[config.mk]
export PLATFORM = sky130hd
export DESIGN_NAME = prog_loader
export DESIGN_NICKNAME = d
export VERILOG_FILES = /design/src/rtl/prog_loader_pkg.sv /design/src/rtl/prog_loader_cksum.sv /design/src/rtl/prog_loader.sv
export SDC_FILE = /design/constraint.sdc
export NUM_CORES = 1
export LEC_CHECK = 0
export BUFFER_PORTS_ARGS = -buffer_cell sky130_fd_sc_hd__buf_2
export CORE_UTILIZATION = 54
export DETAILED_ROUTE_END_ITERATION = 8
export GPL_TIMING_DRIVEN = 0
export PLACE_DENSITY = 0.91
export SYNTH_ARGS = -nofsm -noshare
export SYNTH_HDL_FRONTEND = slang
export SYNTH_SLANG_ARGS = --single-unit
export TNS_END_PERCENT = 5
[constraint.sdc]
create_clock -name clk -period 3.4 [get_ports clk]
set_clock_uncertainty 0.05 [all_clocks]
set_input_delay 0.34 -clock clk [delete_from_list [all_inputs] [get_ports clk]]
set_output_delay 0.34 -clock clk [all_outputs]
set_load 0.01 [all_outputs]
[src/rtl/prog_loader_pkg.sv]
// Shared types and sizing for the program loader: FSM state encoding and word widths.
package prog_loader_pkg;

   localparam int IMEM_DEPTH_DEF = 16;
   localparam int HALF_W         = 16;
   localparam int INST_W         = 32;

   typedef enum logic [2:0] {
      ST_IDLE,
      ST_LOAD_HI,
      ST_LOAD_LO,
      ST_WRITE,
      ST_CHECK,
      ST_RUN,
      ST_ERR
   } state_e;

endpackage

[src/rtl/prog_loader_cksum.sv]
// 16-bit XOR accumulator over accepted program halfwords; exists only when
// PROG_LOADER_CKSUM_EN is defined.
`ifdef PROG_LOADER_CKSUM_EN
module prog_loader_cksum
   import prog_loader_pkg::*;
(
   input  logic              clk,
   input  logic              sys_rst,
   input  logic              clr,
   input  logic              en,
   input  logic [HALF_W-1:0] din,
   output logic [HALF_W-1:0] sum
);

   logic [HALF_W-1:0] sum_q;

   always_ff @(posedge clk) begin
      if (sys_rst || clr) begin
         sum_q <= '0;
      end else if (en) begin
         sum_q <= sum_q ^ din;
      end
   end

   assign sum = sum_q;

endmodule
`endif

[src/rtl/prog_loader.sv]
// Assembles 16-bit halfwords into 32-bit instructions, writes them to imem and holds the
// core in reset until a well-formed program is loaded. PROG_LOADER_CKSUM_EN adds a checksum stage.
module prog_loader
   import prog_loader_pkg::*;
#(
   parameter int IMEM_DEPTH = IMEM_DEPTH_DEF,
   parameter int ADDR_W     = $clog2(IMEM_DEPTH)
) (
   input  logic              clk,
   input  logic              sys_rst,
   input  logic              start,
   input  logic [HALF_W-1:0] ld_data,
   input  logic              ld_valid,
   output logic              ld_ready,
   input  logic              ld_last,
   output logic              imem_we,
   output logic [ADDR_W-1:0] imem_addr,
   output logic [INST_W-1:0] imem_wdata,
   output logic              core_rst,
   output logic              busy,
   output logic              done,
   output logic              err,
   output logic [ADDR_W:0]   count
);

   localparam int               CNT_W    = ADDR_W + 1;
   localparam logic [CNT_W-1:0] LAST_IDX = CNT_W'(IMEM_DEPTH - 1);

   state_e            state_q, state_d;
   logic [HALF_W-1:0] hi_q, hi_d;
   logic [HALF_W-1:0] lo_q, lo_d;
   logic              last_q, last_d;
   logic [CNT_W-1:0]  count_q, count_d;

`ifdef PROG_LOADER_CKSUM_EN
   logic [HALF_W-1:0] sum;
   logic              cksum_clr;
   logic              cksum_en;

   assign cksum_clr = start && (state_q inside {ST_IDLE, ST_RUN, ST_ERR});
   assign cksum_en  = ld_valid && (state_q inside {ST_LOAD_HI, ST_LOAD_LO});

   prog_loader_cksum u_cksum (
      .clk     (clk),
      .sys_rst (sys_rst),
      .clr     (cksum_clr),
      .en      (cksum_en),
      .din     (ld_data),
      .sum     (sum)
   );
`endif

   // NOTE: every signal written here gets a default first, so no path leaves one unassigned and infers a latch.
   always_comb begin
      state_d    = state_q;
      hi_d       = hi_q;
      lo_d       = lo_q;
      last_d     = last_q;
      count_d    = count_q;
      ld_ready   = 1'b0;
      imem_we    = 1'b0;
      imem_addr  = '0;
      imem_wdata = '0;
      core_rst   = 1'b1;
      busy       = 1'b0;
      done       = 1'b0;
      err        = 1'b0;

      case (state_q)
         ST_IDLE: begin
            if (start) begin
               count_d = '0;
               state_d = ST_LOAD_HI;
            end
         end
         ST_LOAD_HI: begin
            ld_ready = 1'b1;
            busy     = 1'b1;
            if (ld_valid) begin
               hi_d    = ld_data;
               state_d = ld_last ? ST_ERR : ST_LOAD_LO;
            end
         end
         ST_LOAD_LO: begin
            ld_ready = 1'b1;
            busy     = 1'b1;
            if (ld_valid) begin
               lo_d    = ld_data;
               last_d  = ld_last;
               state_d = ST_WRITE;
            end
         end
         ST_WRITE: begin
            busy       = 1'b1;
            imem_we    = 1'b1;
            imem_addr  = count_q[ADDR_W-1:0];
            imem_wdata = {hi_q, lo_q};
            count_d    = count_q + CNT_W'(1);
            // A last word wins over overflow: a full-depth program is still valid.
            if (last_q) begin
`ifdef PROG_LOADER_CKSUM_EN
               state_d = ST_CHECK;
`else
               state_d = ST_RUN;
`endif
            end else if (count_q == LAST_IDX) begin
               state_d = ST_ERR;
            end else begin
               state_d = ST_LOAD_HI;
            end
         end
`ifdef PROG_LOADER_CKSUM_EN
         ST_CHECK: begin
            ld_ready = 1'b1;
            busy     = 1'b1;
            if (ld_valid) begin
               state_d = (ld_data == sum) ? ST_RUN : ST_ERR;
            end
         end
`endif
         ST_RUN: begin
            core_rst = 1'b0;
            done     = 1'b1;
            if (start) begin
               count_d = '0;
               state_d = ST_LOAD_HI;
            end
         end
         ST_ERR: begin
            err = 1'b1;
            if (start) begin
               count_d = '0;
               state_d = ST_LOAD_HI;
            end
         end
         default: state_d = ST_IDLE;
      endcase
   end

   assign count = count_q;

   // NOTE: state is updated with non-blocking assignments so every register samples pre-edge values.
   always_ff @(posedge clk) begin
      if (sys_rst) begin
         state_q <= ST_IDLE;
         hi_q    <= '0;
         lo_q    <= '0;
         last_q  <= 1'b0;
         count_q <= '0;
      end else begin
         state_q <= state_d;
         hi_q    <= hi_d;
         lo_q    <= lo_d;
         last_q  <= last_d;
         count_q <= count_d;
      end
   end

endmodule

==> metrics.yaml, run 1 <==
floorplan:
  die_h_um: 63.1
  initial_core_util: 0.585
  core_area_sq_mm: 0.00344
  fp.dieArea_sq_mm: 0.00398
  ios: 68
  rows: 21
  die_x_um: 63.1
finish:
  drive_above_1_share: 0.270
  areaGrowthSynthToFinish_pct: 23.8
  fillCellCount: 271
  final_net_count: 355
  insertedDiodeCount: 0
clocking:
  cts.reportedPaths.clkPinSlew_ns: 0.08
  htree_levels: 2
  cts_tree: "done"
  clk_latency_ns: 0.29
  cts-buffers-inserted: 5
  clock_sinks: 41
  cts_hold_buf: 0
  clock_path_buffers: 2
  post_cts_buffers: 0
  ctsResizeCount: 0
  root_buffer: "clkbuf_8"
yosys:
  syn_inst: 260
  synth_edf_count: 0
  ys_types: 37
  synth_nets: 283
  synth_seq_area_share: 0.408
  ys_warn_count: 0
  synth.most_common_cell: "nand2_1"
  postSynthAreaPerCell_sq_um: 7.74
  synth_top_cell_by_area: "dfxtp_1"
  ys_async_sr_fraction: 0
  synth_area_leaders: "dfxtp_1 41%, nand2_1 13%, and2_1 11%"
  synth.cells.most_frequent: "68 x nand2_1, 41 x dfxtp_1, 37 x a21oi_1, 37 x and2_1, 11 x clkbuf_1"
  yosys.area.top_type_share: 0.408
  ys.flop_type: "dfxtp_1"
  syn_area_sq_mm: 0.00201
  yosys_register_bits: 41
sta:
  setup_viol: 0
  worst_pin_slew_ns: 0.495
  finalHoldViolCount: 0
  slew_violations: 0
  period_share: 0.688
  relSlewSlack: 0.670
  rsz0062_at_grt: "no"
  fin_tns_setup_ns: 0
  min_period_ns: 2.34
  fmax_ghz: 0.428
setup_path:
  cpMaxStageDelayCell: "dfxtp_1"
  crit_fanout: 10
  r2r_setup_slack_ns: 1.52
  crit_type: "reg -> out"
  crit_chain: "buf_4, and3b_1, clkbuf_2, clkbuf_1, and2_1, buf_2"
  required_ns: 3.01
  slowest_delay_ns: 0.35
  end_kind: "output pin"
  crit_arrival_ns: 1.95
  startpoint_type: "flip-flop"
power_and_ir_drop:
  netSwitchingFraction: 0.332
  leakagePower_nw: 1.11
  p_comb_frac: 0.293
  seqPwrFrac: 0.441
  p_per_area_mw_per_mm2: 506
  pwr-share-clk: 0.266
  finalPower_mw: 1.26
  switching_power_uw: 419
  vdd_ir_drop_max_mv: 0.303
  p_int_uw: 843
drt:
  vias: 1958
  antenna_left: 0
  drc: 0
  wl_per_cell_um: 12.5
  wirelength_um: 4740
  first_pass_iters: 4
  routed_via_density: 5.17
  drtIter0Drc: 87
grt:
  antenna_found_initial: 0
  overflow: 0
  grt_first_pass_wirelength_um: 7850
  first_global_vias: 1786
  grt_max_degree: 14
  grtUsageTotal: 0.255
place:
  gp_congestion: 0.808
  portBuffers: 65
  dp_hpwl_um: 3400
status:
  outcome: "finished, final reports clean"
run:
  drv_cap: 0
hold_path:
  hold_class: "in -> reg"
-- power by group through the flow --
stage	Clock, mW	Sequential (mW)	Combinational, mW
floorplan	0	0.560	0.272
global placement	0	0.563	0.356
detailed placement	0	0.568	0.365
CTS	0.338	0.556	0.367
global route	0.366	0.564	0.409
finish	0.336	0.556	0.370
-- per-layer routing --
layer | vias up | share of wire | GRT usage
met3 | 5 | 0.066 | 0.0779
met2 | 69 | 0.48 | 0.426
met1 | 878 | 0.45 | 0.306
met4 | 0 | 0.0099 | 0.0872
li1 | 1006 | - | -
met5 | - | 0 | 0
-- flip-flops by register name, summed over array words and instances (netlist names) --
| name | count |
|---|---|
| hi_q | 16 |
| last_q | 1 |
| count | 5 |
| lo_q | 16 |
| state_q | 3 |
-- critical path: cells and delay by family, from the launching register on --
family	cells	cell delay [ns]
buffers and inverters	4	0.85
DFF	1	0.35
and+or+nand+nor	2	0.44
-- path summary, 6_finish.rpt --
| path | endpoint | startpoint | cells past startpoint |
|---|---|---|---|
| max reg2reg | state_q[0]$_SDFFE_PP0P_ | count[0]$_SDFFE_PP0P_ | 6 |
| max | imem_wdata[12] | state_q[0]$_SDFFE_PP0P_ | 6 |
| min | hi_q[11]$_SDFFE_PP0P_ | ld_data[11] | 3 |
| min reg2reg | lo_q[8]$_SDFFE_PP0P_ | lo_q[8]$_SDFFE_PP0P_ | 2 |
-- kinds of logic after synthesis --
family / synth area share
AND/OR/NAND/NOR: 0.356
AO/OA/AOI/OAI: 0.149
flip-flops: 0.408
buffers and inverters: 0.0671
adder cells (fa/ha/maj): 0.0124
XOR/XNOR: 0.00808
-- final cells by class --
type | instances | area (sq um) | share of cell area
clock inverter | 2 | 13.8 | 0.00552
clock buffer | 6 | 82.6 | 0.0331
multi-input combinational | 191 | 1060 | 0.424
inverter | 4 | 15.0 | 0.00602
buffer | 24 | 120 | 0.0482
sequential | 41 | 821 | 0.329
timing repair buffer | 65 | 325 | 0.131
tap | 46 | 57.6 | 0.0231
-- placed cells by master, fill, tap and decap left out, drive strengths merged, types with 2 or more instances in the layout --
master,count
a2111oi,2
a21oi,37
a311o,2
and2,37
buf,77
clkbuf,18
clkinv,2
dfxtp,41
ha,2
inv,4
nand2,68
nand2b,5
nand3,3
nand3b,3
nand4bb,2
nor2,5
nor2b,3
nor3b,2
nor4b,2
o22ai,2
o32ai,2
-- metrics by stage --
step           hold WS [ns]  std cells   util  cell area (sq um)  worst slack, ns
6_report              0.235        379  0.724               2490             1.06
5_1_grt               0.234        379  0.724               2490            0.886
4_1_cts               0.235        379  0.724               2490             1.03
3_5_place_dp          0.392        371  0.696               2400             1.36
3_3_place_gp          0.387        371  0.696               2400             1.45
2_1_floorplan         0.382        260      -               2010             1.67
No activity file was read; power rests on OpenSTA's default activity.
==> run 2, diff against run 1 <==
ABC_AREA = 1   (was not set)
CORE_UTILIZATION = 45   (was 54)
PLACE_DENSITY = 0.82   (was 0.91)
clock period = 2 ns   (was 3.4 ns; I/O delays follow)
==> run 2 against run 1 <==
Critical path depth is 1 higher. Hold slack worse by 0.17 ns. Largest cell class unchanged. First-iteration DRC count is 24% higher.
==> metrics.yaml, run 2 <==
yosys:
  synth_top_cell_by_area: "dfxtp_1"
  ys_warn_count: 0  # unchanged
  synth_seq_area_share: 0.415  # +0.00696
  yosys.area.top_type_share: 0.415  # +0.00696
  synth.cells.most_frequent: "45 x nor2_1, 44 x inv_1, 41 x dfxtp_1"
  yosys_register_bits: 41  # unchanged
  ys_async_sr_fraction: 0  # unchanged
  synth.most_common_cell: "nor2_1"
  syn_area_sq_mm: 0.00198  # -1.7%
  synth_area_leaders: "dfxtp_1 41%, a21oi_1 10%, nor2_1 8.5%"
  syn_inst: 271  # +4.2%
  postSynthAreaPerCell_sq_um: 7.30  # -5.7%
  synth_edf_count: 0  # unchanged
  synth_nets: 294  # +3.9%
  ys_types: 28  # -24%
  ys.flop_type: "dfxtp_1"
finish:
  final_net_count: 368  # +3.7%
  drive_above_1_share: 0.312  # +0.0419
  areaGrowthSynthToFinish_pct: 25.0
  finalInstanceArea_sq_mm: 0.00247  # -0.75%
  insertedDiodeCount: 0  # unchanged
  final_cell_mix: "74 x buf_2, 45 x nor2_1, 44 x inv_1"
  final_common_cell: "buf_2"
drt:
  wirelength_um: 4710  # -0.67%
  vias: 1941  # -0.87%
  drc: 0  # unchanged
  antenna_left: 0  # unchanged
  routed_via_density: 4.90  # -5.1%
  first_pass_iters: 4  # unchanged
  drtIter0Drc: 108  # +24%
  wl_per_cell_um: 11.9  # -4.9%
setup_path:
  end_kind: "output pin"
  r2r_setup_slack_ns: 0.34  # -1.18 ns
  crit_arrival_ns: 1.53  # -0.42 ns
  crit_fanout: 10  # unchanged
  startpoint_type: "flip-flop"
  required_ns: 1.75  # -1.26 ns
  crit_type: "reg -> out"
power_and_ir_drop:
  vdd_ir_drop_max_mv: 0.501  # +65%
  p_per_area_mw_per_mm2: 1100  # +120%
  leakagePower_nw: 1.14  # +2.7%
grt:
  grtUsageTotal: 0.207  # -0.0472
  grt_first_pass_wirelength_um: 7100  # -9.6%
  grt_max_degree: 14  # unchanged
  antenna_found_initial: 0  # unchanged
  overflow: 0  # unchanged
  first_global_vias: 1643  # -8.0%
floorplan:
  fp.dieArea_sq_mm: 0.00467  # +17%
  ios: 68  # unchanged
  die_x_um: 68.3  # +8.3%
  core_area_sq_mm: 0.00412  # +20%
  rows: 23  # +9.5%
  die_h_um: 68.3  # +8.3%
  initial_core_util: 0.481  # -0.104
clocking:
  htree_levels: 2  # unchanged
  cts.reportedPaths.clkPinSlew_ns: 0.08  # about the same
  clk_latency_ns: 0.30  # about the same
  root_buffer: "clkbuf_8"
  cts_tree: "done"
  post_cts_buffers: 0  # unchanged
  clock_sinks: 41  # unchanged
  ctsResizeCount: 0  # unchanged
  cts_hold_buf: 0  # unchanged
  cts-buffers-inserted: 5  # unchanged
  clock_path_buffers: 2  # unchanged
place:
  place_area_sq_mm: 0.00238  # -0.78%
  portBuffers: 67  # +3.1%
  dp_hpwl_um: 3450  # +1.4%
  gp_congestion: 0.814  # +0.80%
  pre_cts_slack_ns: 0.345  # -1.02 ns
sta:
  setup_viol: 0  # unchanged
  fin_tns_setup_ns: 0  # unchanged
  relSlewSlack: 0.704  # +0.0341
  slew_violations: 0  # unchanged
  finalHoldViolCount: 0  # unchanged
  finalWorstSetupSlack_ns: 0.221  # -0.840 ns
  rsz0062_at_grt: "no"
  period_share: 0.889
  min_period_ns: 1.78
  worst_pin_slew_ns: 0.444  # -0.0512 ns
  fmax_ghz: 0.562
status:
  outcome: "finished, final reports clean"
hold_path:
  hold_class: "in -> reg"
run:
  drv_cap: 0  # unchanged
[run 2: changes by cell type after synthesis, sizes merged, moves of 4 or more]
cell and change:
a21oi +4, and2 -37, clkbuf -10, inv +45, nand2 -50, nand2b -5
nand3 +11, nor2 +43, o21ai +36
[run 2: final cells by class]
cell class / instances / area (sq um)
fillers: 390 / 1640
well taps: 50 / 62.6
clock inverters: 2 / 13.8
flip-flops and latches: 41 / 821
clock buffers: 6 / 82.6
repair buffers: 67 / 335
plain buffers: 16 / 118
multi-input cells: 165 / 852
inverters: 49 / 189
[run 2: cell families (layout without fill, tap and decap cells)]
kind of cell / after synthesis / after routing / synth area share
DFF: 41 / 41 / 0.415
AOI/OAI and AO/OA: 78 / 78 / 0.201
xor gates and xnor gates: 2 / 2 / 0.00885
adders and majority gates: 2 / 2 / 0.0126
buffers and inverters: 65 / 140 / 0.155
and+or+nand+nor: 83 / 83 / 0.208
[run 2: per-stage QoR]
step | total power, mW | instances | util | hold WS, ns
3_3_place_gp | 2.11 | 388 | 0.578 | 0.383
5_1_grt | 2.89 | 396 | 0.601 | 0.0692
6_report | 2.71 | 396 | 0.601 | 0.0688
3_5_place_dp | 2.15 | 388 | 0.578 | 0.389
4_1_cts | 2.71 | 396 | 0.601 | 0.0708
2_1_floorplan | 1.88 | 271 | - | 0.212
[run 2: power breakdown]
part	internal (mW)	leakage [nW]	switching (mW)	total [mW]
Combinational	0.396	0.750	0.703	1.10
Sequential	0.983	0.334	0.0511	1.03
Clock	0.280	0.0512	0.299	0.578
Total	1.66	1.14	1.05	2.71
[run 2: path summary, 6_finish.rpt]
kind	end	cells after the start	from
worst min register to register	lo_q[12]$_SDFFE_PP0P_	2	lo_q[12]$_SDFFE_PP0P_
worst min-delay path	count[4]$_SDFFE_PP0P_	2	sys_rst
worst max register to register	state_q[2]$_SDFFE_PP0P_	10	count[0]$_SDFFE_PP0P_
worst max-delay path	imem_wdata[15]	7	state_q[0]$_SDFFE_PP0P_
[run 2: critical path, stage by stage (launching register included)]
cell,delay (ns)
dfxtp_1,0.33
buf_6,0.15
nand2_4,0.07
nor2_8,0.14
inv_2,0.07
buf_2,0.19
nor2_1,0.13
buf_2,0.15
[run 2: metal layers]
layer | GRT usage | vias to the layer above | share of wire
met5 | 0 | - | 0
met4 | 0.0651 | 0 | 0.012
met3 | 0.0550 | 5 | 0.051
met2 | 0.350 | 59 | 0.49
met1 | 0.253 | 880 | 0.45
li1 | - | 997 | -
==> run 3, diff against run 2 <==
==> constraint.sdc (replaced) <==
create_clock -name clk -period 2 [get_ports clk]
set_clock_uncertainty 0.05 [all_clocks]
set_input_delay 0.1 -clock clk [delete_from_list [all_inputs] [get_ports clk]]
set_output_delay 0.1 -clock clk [all_outputs]
set_load 0.01 [all_outputs]
==> run 3 against run 2 <==
Cell count increased by 0.25%. Combinational power about the same. Sequential power about the same. Fmax increased by 6.0%. Die area unchanged. Sequential share of layout area decreased by 0.13 points. Critical path depth unchanged. Largest cell class unchanged.
==> metrics.yaml, run 3 (synthesized netlist as in run 2, its figures left out) <==
status:
  outcome: "finished, final reports clean"
clocking:
  root_buffer: "clkbuf_8"
  htree_levels: 2  # unchanged
  cts.reportedPaths.clkPinSlew_ns: 0.08  # about the same
  cts_tree: "done"
  clk_latency_ns: 0.30  # about the same
  clock_path_buffers: 2  # unchanged
  ctsResizeCount: 0  # unchanged
  cts_hold_buf: 1  # +1
  post_cts_buffers: 0  # unchanged
  cts-buffers-inserted: 5  # unchanged
  clock_sinks: 41  # unchanged
drt:
  routed_via_density: 4.89  # -0.30%
  drtIter0Drc: 97  # -10%
  wirelength_um: 4700  # -0.30%
  antenna_left: 0  # unchanged
  drc: 0  # unchanged
  wl_per_cell_um: 11.8  # -0.55%
  first_pass_iters: 4  # unchanged
  vias: 1940  # -0.052%
finish:
  final_net_count: 369  # +0.27%
  insertedDiodeCount: 0  # unchanged
  final_cell_mix: "74 x buf_2, 45 x nor2_1, 44 x inv_1"
  areaGrowthSynthToFinish_pct: 25.5
  finalInstanceArea_sq_mm: 0.00248  # +0.40%
  drive_above_1_share: 0.311  # -0.000900
  final_common_cell: "buf_2"
hold_path:
  hp-start: "ld_last"
  hold_class: "in -> reg"
  hold_path_end: "last_q$_SDFFE_PP0P_"
  hold_depth: 3  # +1
sta:
  setup_viol: 0  # unchanged
  slew_violations: 0  # unchanged
  finalHoldViolCount: 0  # unchanged
  relSlewSlack: 0.705  # +0.000750
  fin_tns_setup_ns: 0  # unchanged
  rsz0062_at_grt: "no"
  whs_ns: 0.00620  # -0.0626 ns
  min_period_ns: 1.68  # -0.101 ns
  fmax_ghz: 0.596  # +6.0%
  worst_pin_slew_ns: 0.443  # -0.00112 ns
  period_share: 0.839  # -0.0504
setup_path:
  crit_arrival_ns: 1.53  # about the same
  startpoint_type: "flip-flop"
  required_ns: 1.85  # +0.10 ns
  ff2ff_path_depth: 10  # unchanged
  crit_type: "reg -> out"
  r2r_setup_slack_ns: 0.34  # about the same
  end_kind: "output pin"
  r2r-end: "state_q[2]$_SDFFE_PP0P_"
  rr_startpoint: "count[0]$_SDFFE_PP0P_"
  crit_fanout: 10  # unchanged
floorplan:
  ios: 68  # unchanged
  initial_core_util: 0.481  # unchanged
  rows: 23  # unchanged
  fp.dieArea_sq_mm: 0.00467  # unchanged
  die_h_um: 68.3  # unchanged
  core_area_sq_mm: 0.00412  # unchanged
  die_x_um: 68.3  # unchanged
place:
  gp_congestion: 0.814  # unchanged
  place_area_sq_mm: 0.00238  # unchanged
  dp_hpwl_um: 3450  # unchanged
  portBuffers: 67  # unchanged
grt:
  first_global_vias: 1649  # +0.37%
  grtUsageTotal: 0.208  # +0.000348
  overflow: 0  # unchanged
  grt_first_pass_wirelength_um: 7110  # +0.18%
  grt_max_degree: 14  # unchanged
  antenna_found_initial: 0  # unchanged
power_and_ir_drop:
  leakagePower_nw: 1.14  # +0.37%
  vdd_ir_drop_max_mv: 0.501  # about the same
  finalPower_mw: 2.71  # -0.13%
  p_per_area_mw_per_mm2: 1090  # -0.53%
run:
  drv_cap: 0  # unchanged
-- run 3: critical path, cell delays in order, from the launching register on --
cell and delay, ns:
dfxtp_1 0.33, buf_6 0.15, nand2_4 0.07, nor2_8 0.14, inv_2 0.07, buf_2 0.19
nor2_1 0.13, buf_2 0.15
-- run 3: area by class of cell --
class | instances | area [sq um]
multi-input cells | 165 | 852
clock inverters | 2 | 13.8
inverters | 49 | 189
repair buffers | 68 | 345
plain buffers | 16 | 118
flip-flops and latches | 41 | 821
fillers | 389 | 1630
clock buffers | 6 | 82.6
well taps | 50 | 62.6
-- run 3: how the worst max path moves through the flow --
stage,start,end,slack [ns],cells after the start
after floorplan,count[0]$_SDFFE_PP0P_,state_q[2]$_SDFFE_PP0P_,0.40,10
after global placement,count[0]$_SDFFE_PP0P_,state_q[2]$_SDFFE_PP0P_,0.36,10
after detailed placement,count[0]$_SDFFE_PP0P_,state_q[2]$_SDFFE_PP0P_,0.34,10
after CTS,state_q[0]$_SDFFE_PP0P_,imem_wdata[15],0.32,7
after global routing,count[0]$_SDFFE_PP0P_,state_q[2]$_SDFFE_PP0P_,0.23,10
final,state_q[0]$_SDFFE_PP0P_,imem_wdata[15],0.32,7
-- run 3: power by group --
group          switching, mW  internal (mW)  total [mW]  leakage [nW]
sequential            0.0511          0.983        1.03         0.334
clock                  0.295          0.280       0.574        0.0512
combinational          0.702          0.397        1.10         0.754
-- run 3: metrics by stage --
step,setup WS [ns],util,std cells
floorplan,0.399,-,271
global placement,0.363,0.578,388
detailed placement,0.345,0.578,388
CTS,0.317,0.604,397
global route,0.228,0.604,397
finish,0.322,0.604,397
-- run 3: per-layer routing --
metal | vias to the layer above | global-route usage | share of wire
met5 | - | 0 | 0
met4 | 0 | 0.0651 | 0.012
met3 | 5 | 0.0550 | 0.055
met2 | 55 | 0.350 | 0.48
met1 | 880 | 0.254 | 0.45
li1 | 1000 | - | -
